$ cat config.mk
export PLATFORM = sky130hd
export DESIGN_NAME = mii_tx_sched
export DESIGN_NICKNAME = d
export VERILOG_FILES = /design/src/rtl/mii_tx_sched.sv
export SDC_FILE = /design/constraint.sdc
export NUM_CORES = 1
export LEC_CHECK = 0
export BUFFER_PORTS_ARGS = -buffer_cell sky130_fd_sc_hd__buf_2
export CAP_MARGIN = 20
export CORE_MARGIN = 2
export CORE_UTILIZATION = 29
export CTS_CLUSTER_SIZE = 28
export DETAILED_ROUTE_END_ITERATION = 8
export PLACE_DENSITY_LB_ADDON = 0.15
export SLEW_MARGIN = 20
export SYNTH_ARGS = -nofsm -noshare
export SYNTH_HDL_FRONTEND = slang
export SYNTH_SLANG_ARGS = --single-unit
$ cat constraint.sdc
create_clock -name clk -period 4.5 [get_ports clk]
set_input_delay 0.675 -clock clk [delete_from_list [all_inputs] [get_ports clk]]
set_output_delay 0.675 -clock clk [all_outputs]
set_load 0.03 [all_outputs]
$ cat src/rtl/mii_tx_sched.sv
// Two-requester round-robin MII transmit scheduler: preamble/SFD, byte-to-nibble serialiser, IFG.
// Optional MII_TX_SCHED_TX_ER_EN: drive tx_er on bad frames and on underrun.
module mii_tx_sched #(
  parameter int PRE_BYTES   = 7,
  parameter int IFG_NIBBLES = 24
) (
  input  logic       clk,
  input  logic       rst,
  input  logic [7:0] s0_tdata,
  input  logic       s0_tvalid,
  output logic       s0_tready,
  input  logic       s0_tlast,
  input  logic       s0_tuser,
  input  logic [7:0] s1_tdata,
  input  logic       s1_tvalid,
  output logic       s1_tready,
  input  logic       s1_tlast,
  input  logic       s1_tuser,
  output logic [3:0] mii_txd,
  output logic       mii_tx_en,
  output logic       mii_tx_er,
  output logic [1:0] grant,
  output logic       underrun
);

`ifdef MII_TX_SCHED_TX_ER_EN
  localparam logic ER_EN = 1'b1;
`else
  localparam logic ER_EN = 1'b0;
`endif

  localparam int PRE_LEN = 2 * PRE_BYTES + 2;
  localparam int CNT_MAX = (PRE_LEN > IFG_NIBBLES) ? PRE_LEN : IFG_NIBBLES;
  localparam int CW      = $clog2(CNT_MAX + 1);
  localparam logic [CW-1:0] PRE_LAST = CW'(PRE_LEN - 1);
  localparam logic [CW-1:0] PRE_SFD  = CW'(PRE_LEN - 2);
  localparam logic [CW-1:0] IFG_LAST = CW'(IFG_NIBBLES - 2);

  typedef enum logic [2:0] {IDLE, PRE, DATA_LO, DATA_HI, DRAIN, IFG} state_t;

  state_t        state_q, state_d;
  logic [CW-1:0] cnt_q, cnt_d;
  logic [1:0]    grant_q, grant_d;
  logic          rr_q, rr_d;
  logic [3:0]    hold_hi_q, hold_hi_d;
  logic          hold_last_q, hold_last_d;
  logic          hold_user_q, hold_user_d;
  logic [3:0]    txd_q, txd_d;
  logic          tx_en_q, tx_en_d;
  logic          tx_er_q, tx_er_d;

  logic       ready, under, take_byte;
  logic       in_valid, in_last, in_user;
  logic [7:0] in_data;

  // The owner's stream is selected by the registered grant.
  assign in_valid = grant_q[1] ? s1_tvalid : s0_tvalid;
  assign in_last  = grant_q[1] ? s1_tlast  : s0_tlast;
  assign in_user  = grant_q[1] ? s1_tuser  : s0_tuser;
  assign in_data  = grant_q[1] ? s1_tdata  : s0_tdata;

  always_comb begin
    state_d     = state_q;
    cnt_d       = cnt_q;
    grant_d     = grant_q;
    rr_d        = rr_q;
    hold_hi_d   = hold_hi_q;
    hold_last_d = hold_last_q;
    hold_user_d = hold_user_q;
    txd_d       = 4'h0;
    tx_en_d     = 1'b0;
    tx_er_d     = 1'b0;
    ready       = 1'b0;
    under       = 1'b0;
    take_byte   = 1'b0;
    // Output registers are loaded with what the next state must show.
    case (state_q)
      IDLE: begin
        if (s0_tvalid || s1_tvalid) begin
          if (s0_tvalid && (!s1_tvalid || rr_q)) begin
            grant_d = 2'b01;
            rr_d    = 1'b0;
          end else begin
            grant_d = 2'b10;
            rr_d    = 1'b1;
          end
          state_d = PRE;
          cnt_d   = '0;
          tx_en_d = 1'b1;
          txd_d   = 4'h5;
        end
      end
      PRE: begin
        if (cnt_q != PRE_LAST) begin
          cnt_d   = cnt_q + CW'(1);
          tx_en_d = 1'b1;
          txd_d   = (cnt_q == PRE_SFD) ? 4'hD : 4'h5;
        end else begin
          ready     = 1'b1;
          take_byte = 1'b1;
        end
      end
      DATA_LO: begin
        state_d = DATA_HI;
        tx_en_d = 1'b1;
        txd_d   = hold_hi_q;
        tx_er_d = ER_EN & hold_last_q & hold_user_q;
      end
      DATA_HI: begin
        if (hold_last_q) begin
          state_d = IFG;
          cnt_d   = '0;
          grant_d = 2'b00;
        end else begin
          ready     = 1'b1;
          take_byte = 1'b1;
        end
      end
      DRAIN: begin
        ready = 1'b1;
        if (in_valid && in_last) begin
          state_d = IFG;
          cnt_d   = '0;
          grant_d = 2'b00;
        end
      end
      IFG: begin
        if (cnt_q == IFG_LAST) state_d = IDLE;
        else                   cnt_d   = cnt_q + CW'(1);
      end
      default: state_d = IDLE;
    endcase

    // A required byte either arrives or the frame is cut short.
    if (take_byte) begin
      if (in_valid) begin
        hold_hi_d   = in_data[7:4];
        hold_last_d = in_last;
        hold_user_d = in_user;
        state_d     = DATA_LO;
        tx_en_d     = 1'b1;
        txd_d       = in_data[3:0];
        tx_er_d     = ER_EN & in_last & in_user;
      end else begin
        under   = 1'b1;
        state_d = DRAIN;
        tx_en_d = ER_EN;
        tx_er_d = ER_EN;
      end
    end
  end

  always_ff @(posedge clk or posedge rst) begin
    if (rst) begin
      state_q     <= IDLE;
      cnt_q       <= '0;
      grant_q     <= 2'b00;
      rr_q        <= 1'b1;
      hold_hi_q   <= 4'h0;
      hold_last_q <= 1'b0;
      hold_user_q <= 1'b0;
      txd_q       <= 4'h0;
      tx_en_q     <= 1'b0;
      tx_er_q     <= 1'b0;
    end else begin
      state_q     <= state_d;
      cnt_q       <= cnt_d;
      grant_q     <= grant_d;
      rr_q        <= rr_d;
      hold_hi_q   <= hold_hi_d;
      hold_last_q <= hold_last_d;
      hold_user_q <= hold_user_d;
      txd_q       <= txd_d;
      tx_en_q     <= tx_en_d;
      tx_er_q     <= tx_er_d;
    end
  end

  assign s0_tready = ready & grant_q[0];
  assign s1_tready = ready & grant_q[1];
  assign mii_txd   = txd_q;
  assign mii_tx_en = tx_en_q;
  assign mii_tx_er = tx_er_q;
  assign grant     = grant_q;
  assign underrun  = under;

endmodule

# [Yosys cells after proc, flatten, opt, wreduce, memory -nomap -nowiden]
# Cells that the tools add are included.
# Widths: inputs -> output; s select.
[totals] reg_bits=21 input_bits=24 elab_cells=81
[classes] n_addsub=1 n_eq_ne=18 muxes=39 bitwise_logic=2 n_reduce_logical=13
[ops] operator="$mux 5" n=5
[ops] operator="$pmux 5 s5" n=1
[ops] operator="$mux 3" n=7
[ops] operator="$pmux 3 s6" n=1
[ops] operator="$mux 4" n=4
[ops] operator="$ne 2x2->1 const B" n=6
[ops] operator="$ne 3x3->1 const B" n=4
[ops] operator="$pmux 4 s3" n=1
[ops] operator="$mux 1" n=11
[ops] operator="$mux 2" n=4
[ops] operator="$mux 8" n=1
[ops] operator="$eq 3x2->1 const B" n=2
[ops] operator="$eq 3x3->1 const B" n=2
[ops] operator="$pmux 1 s3" n=2
[ops] operator="$pmux 2 s3" n=1
[ops] operator="$reduce_and 6->1" n=1
[ops] operator="$add 5x1->5 const B" n=1
[ops] operator="$eq 5x4->1 const B" n=1
[ops] operator="$eq 5x5->1 const B" n=1
[ops] operator="$ne 5x4->1 const B" n=1
[ops] operator="$reduce_and 5->1" n=1
[ops] operator="$reduce_bool 5->1" n=1
[ops] operator="$reduce_and 2->1" n=2
[ops] operator="$reduce_and 4->1" n=1
[ops] operator="8 further kinds" n=11

# [Depth between registers and ports, before layout]
[depth] depth_word=6 ltp_mapped=9

# [Least setup slack after synthesis]
# OpenSTA, ideal clock, no wires.
[synth_timing] kind="register to output" start="register cnt_q[0]" end="output port s0_tready" arrival_ns=1.725 path_slack_ns=2.100 path_stages_with_launch=8 n_path_buf=0 path_cell_list="dfrtp_1 -> ha_1 -> and3_1 -> ha_1 -> nand2b_1 -> a21oi_2 -> a21oi_1 -> nor2b_1"
[synth_between] elab_chain_len=4
[synth_rtl] element="start, declared" line="42" rtl="logic [CW-1:0] cnt_q, cnt_d;"
[synth_rtl] element="start signal, assigned" line="167" rtl="cnt_q <= cnt_d;"
[synth_rtl] element="$ne 5x4->1" line="94" rtl="if (cnt_q != PRE_LAST) begin"
[synth_rtl] element="$mux 1" line="94"
[synth_rtl] element="$pmux 1 s3" line="77" rtl="case (state_q)"
[synth_rtl] element="$and 1x1->1" line="179" rtl="assign s0_tready = ready & grant_q[0];"
[synth_rtl] element="end, declared" line="11" rtl="output logic s0_tready,"
# No other way between the ends.

# [Worst setup path after layout]
# Ends and elaborated chain as after synthesis.

==> metrics.csv <==
metric,value,unit
status,completed,
Max Cap Viol,0,
pre-CTS setup slack,2.01,ns
Initial Util,30.7,%
RSZ-0062 raised after global routing,no,
"Largest stage delay, worst path",0.41,ns
detailed-route wire length per cell,13.9,um
largest net degree at the start of global routing,22,
Reg2Reg Setup Slack,2.35,ns
Setup Skew,0.00116,ns
WP buf/inv,1,
CP max FO,5,
min-delay src,hold_hi_q[1],
crit end category,primary output,
ys flop type,dfrtp_1,
power per cell area,566,nW/um^2
Leak Pwr,0.693,nW
worst skew pair latency,0.25,ns
fin cells,209,
min-delay worst type,reg -> reg,
Overall Power,0.829,mW
H-tree depth,1,
grt ovf,0,
DR iter-0 viols,23,
Synth top area share,40.2,%
vias per inst,5.10,
Clock transition at path regs,0.07,ns
Ports,35,
share of layout cells above drive strength 1,27.0,%
Rows,23,
Core Box Area,4060,sq um
setup bufs post-CTS,0,
Worst path slowest cell,dfrtp_1,
Worst Hold End,hold_hi_q[1],
WL final,2.91,mm
clk buf depth,2,
"Design Area, Final",1470,sq um
First-pass DRT Iterations,4,
count of different cell masters after synthesis,43,
Pins Over Slew Limit,0,
Max Clock Freq,360,MHz
Hold Buf Count CTS,0,
cell taking the most area after synthesis,dfrtp_1,
setup_tns,0,ns
total clock sinks,21,
Min-Delay Path Depth,2,
Post-Synthesis Cells,132,
Reg2Reg Depth,7,
placed cell area,1420,sq um
fin crit share,61.7,%
worst hold slack,0.500,ns
DIE AREA,4830,sq um
WP data required,3.83,ns
number of flops mapped to enable cells by yosys,0,
most frequent CP cell,ha_1,
Die Width,69.5,um
area delta synth->final,17.8,%
routed via count,1066,
"top cells by count, synth","dfrtp_1 (20), nand2_1 (13), mux2i_1 (8), a21oi_1 (7), inv_1 (7)",
vias in the first global route,1093,
Num CTS Buffers,3,
cts repair resizes,0,
Slew @ Worst Pin,0.822,ns
remaining routing DRC violations,0,
register bit total from synthesis,21,
final setup violation count,0,
DP Cell Count,205,
Chip Height,69.5,um
port bufs,31,
per-instance average area after synthesis,9.42,sq um
first-pass GRT wire length,5.09,mm
fraction of registers with async set/reset,100,%
ANT nets after route,0,
most common cell in the netlist,dfrtp_1,
minimum clock period,2.78,ns
worst path cell trace,ha_1 -> and3_1 -> ha_1 -> nand2b_1 -> a21oi_2 -> a21oi_1 -> nor2b_1 -> buf_2,
Nets,187,
worst reg2reg path startpoint,cnt_q[0],
Mapped Area,1240,sq um
final core utilization,36.1,%
Synth area leaders,"dfrtp_1 (40%), mux2i_1 (6.4%), nand2_1 (3.9%)",
maximum vdd drop,0.285,mV
capturing point of the worst reg2reg path,mii_txd[0],
Antenna diodes,0,
post-synthesis sequential area ratio,42.4,%
Synthesized Nets,159,
fin worst setup slack,1.72,ns
clock root buffer,clkbuf_8,
RePlAce Congestion,0.769,
kind of critical path,reg -> out,
Max-slew headroom,45.1,%
Ys Warns,0,
Global Route Usage Sum,12.7,%
DP Wirelength,2.14,mm
CTS tree,done,
CP top delay family,simple AND/OR/NAND/NOR gates,
critical path arrival,2.10,ns
initial antenna violation count,0,
CP Launch Type,flop,
Final Hold Viols,0,
[final cells by class]
type	count	area (sq um)
timing repair buffer	31	155
tap	50	62.6
clock buffer	4	45.0
sequential	21	527
multi-input combinational	96	649
inverter	7	26.3
fill	445	2590
[worst max-delay path by stage]
stage / from / endpoint / slack, ns / cells past startpoint
final: cnt_q[0] / s0_tready / 1.72 / 8
after global routing: cnt_q[0] / s1_tready / 1.54 / 8
after CTS: cnt_q[0] / s0_tready / 1.70 / 8
after detailed placement: cnt_q[0] / s1_tready / 2.01 / 8
after global placement: cnt_q[0] / s0_tready / 2.06 / 8
after floorplan: cnt_q[0] / s0_tready / 2.10 / 7
[where the power goes]
part | internal (mW) | total, mW | switching [mW] | leakage [nW]
registers | 0.259 | 0.356 | 0.0966 | 0.260
clock network | 0.0629 | 0.122 | 0.0586 | 0.0228
logic | 0.153 | 0.352 | 0.199 | 0.410
[worst reg2reg max path, cell delays in order (launching register included)]
cell	delay, ns
dfrtp_1	0.41
ha_1	0.19
and3_1	0.17
ha_1	0.22
nand2b_1	0.14
a21oi_2	0.28
nand2_1	0.35
o22ai_1	0.29
[registers in the layout, indices dropped and copies added, names as in the netlist]
signal,count
hold_last_q,1
grant,2
hold_hi_q,4
state_q,3
mii_txd,4
cnt_q,5
rr_q,1
mii_tx_en,1
[layout by cell type, fill, tap and decap left out, drive strengths merged, types with 2 or more instances in the layout]
cell	count
a211oi	3
a21oi	8
a31oi	2
a32o	3
and3	2
buf	31
clkbuf	4
dfrtp	20
ha	3
inv	7
mux2	2
mux2i	8
nand2	13
nand2b	6
nand3	6
nor2	6
nor2b	3
o21ai	9
o22ai	3
o31ai	3
or3	2
[kinds of logic after synthesis]
logic type,count (synthesis),share of synthesized area [%]
and+or+nand+nor,45,19.4
muxes,10,8.25
AOI/OAI and AO/OA,37,21.2
DFF,21,42.4
other,1,0.302
adders and majority gates,3,3.02
buffers and inverters,15,5.43
[routing by layer]
metal | track usage [%] | up-vias | share of wire [%]
li1 | - | 526 | -
met1 | 17.6 | 513 | 48
met2 | 20.1 | 25 | 46
met3 | 2.47 | 2 | 5.0
met4 | 3.92 | 0 | 0.48
met5 | 0 | - | 0
(Power assumes the default switching activity.)
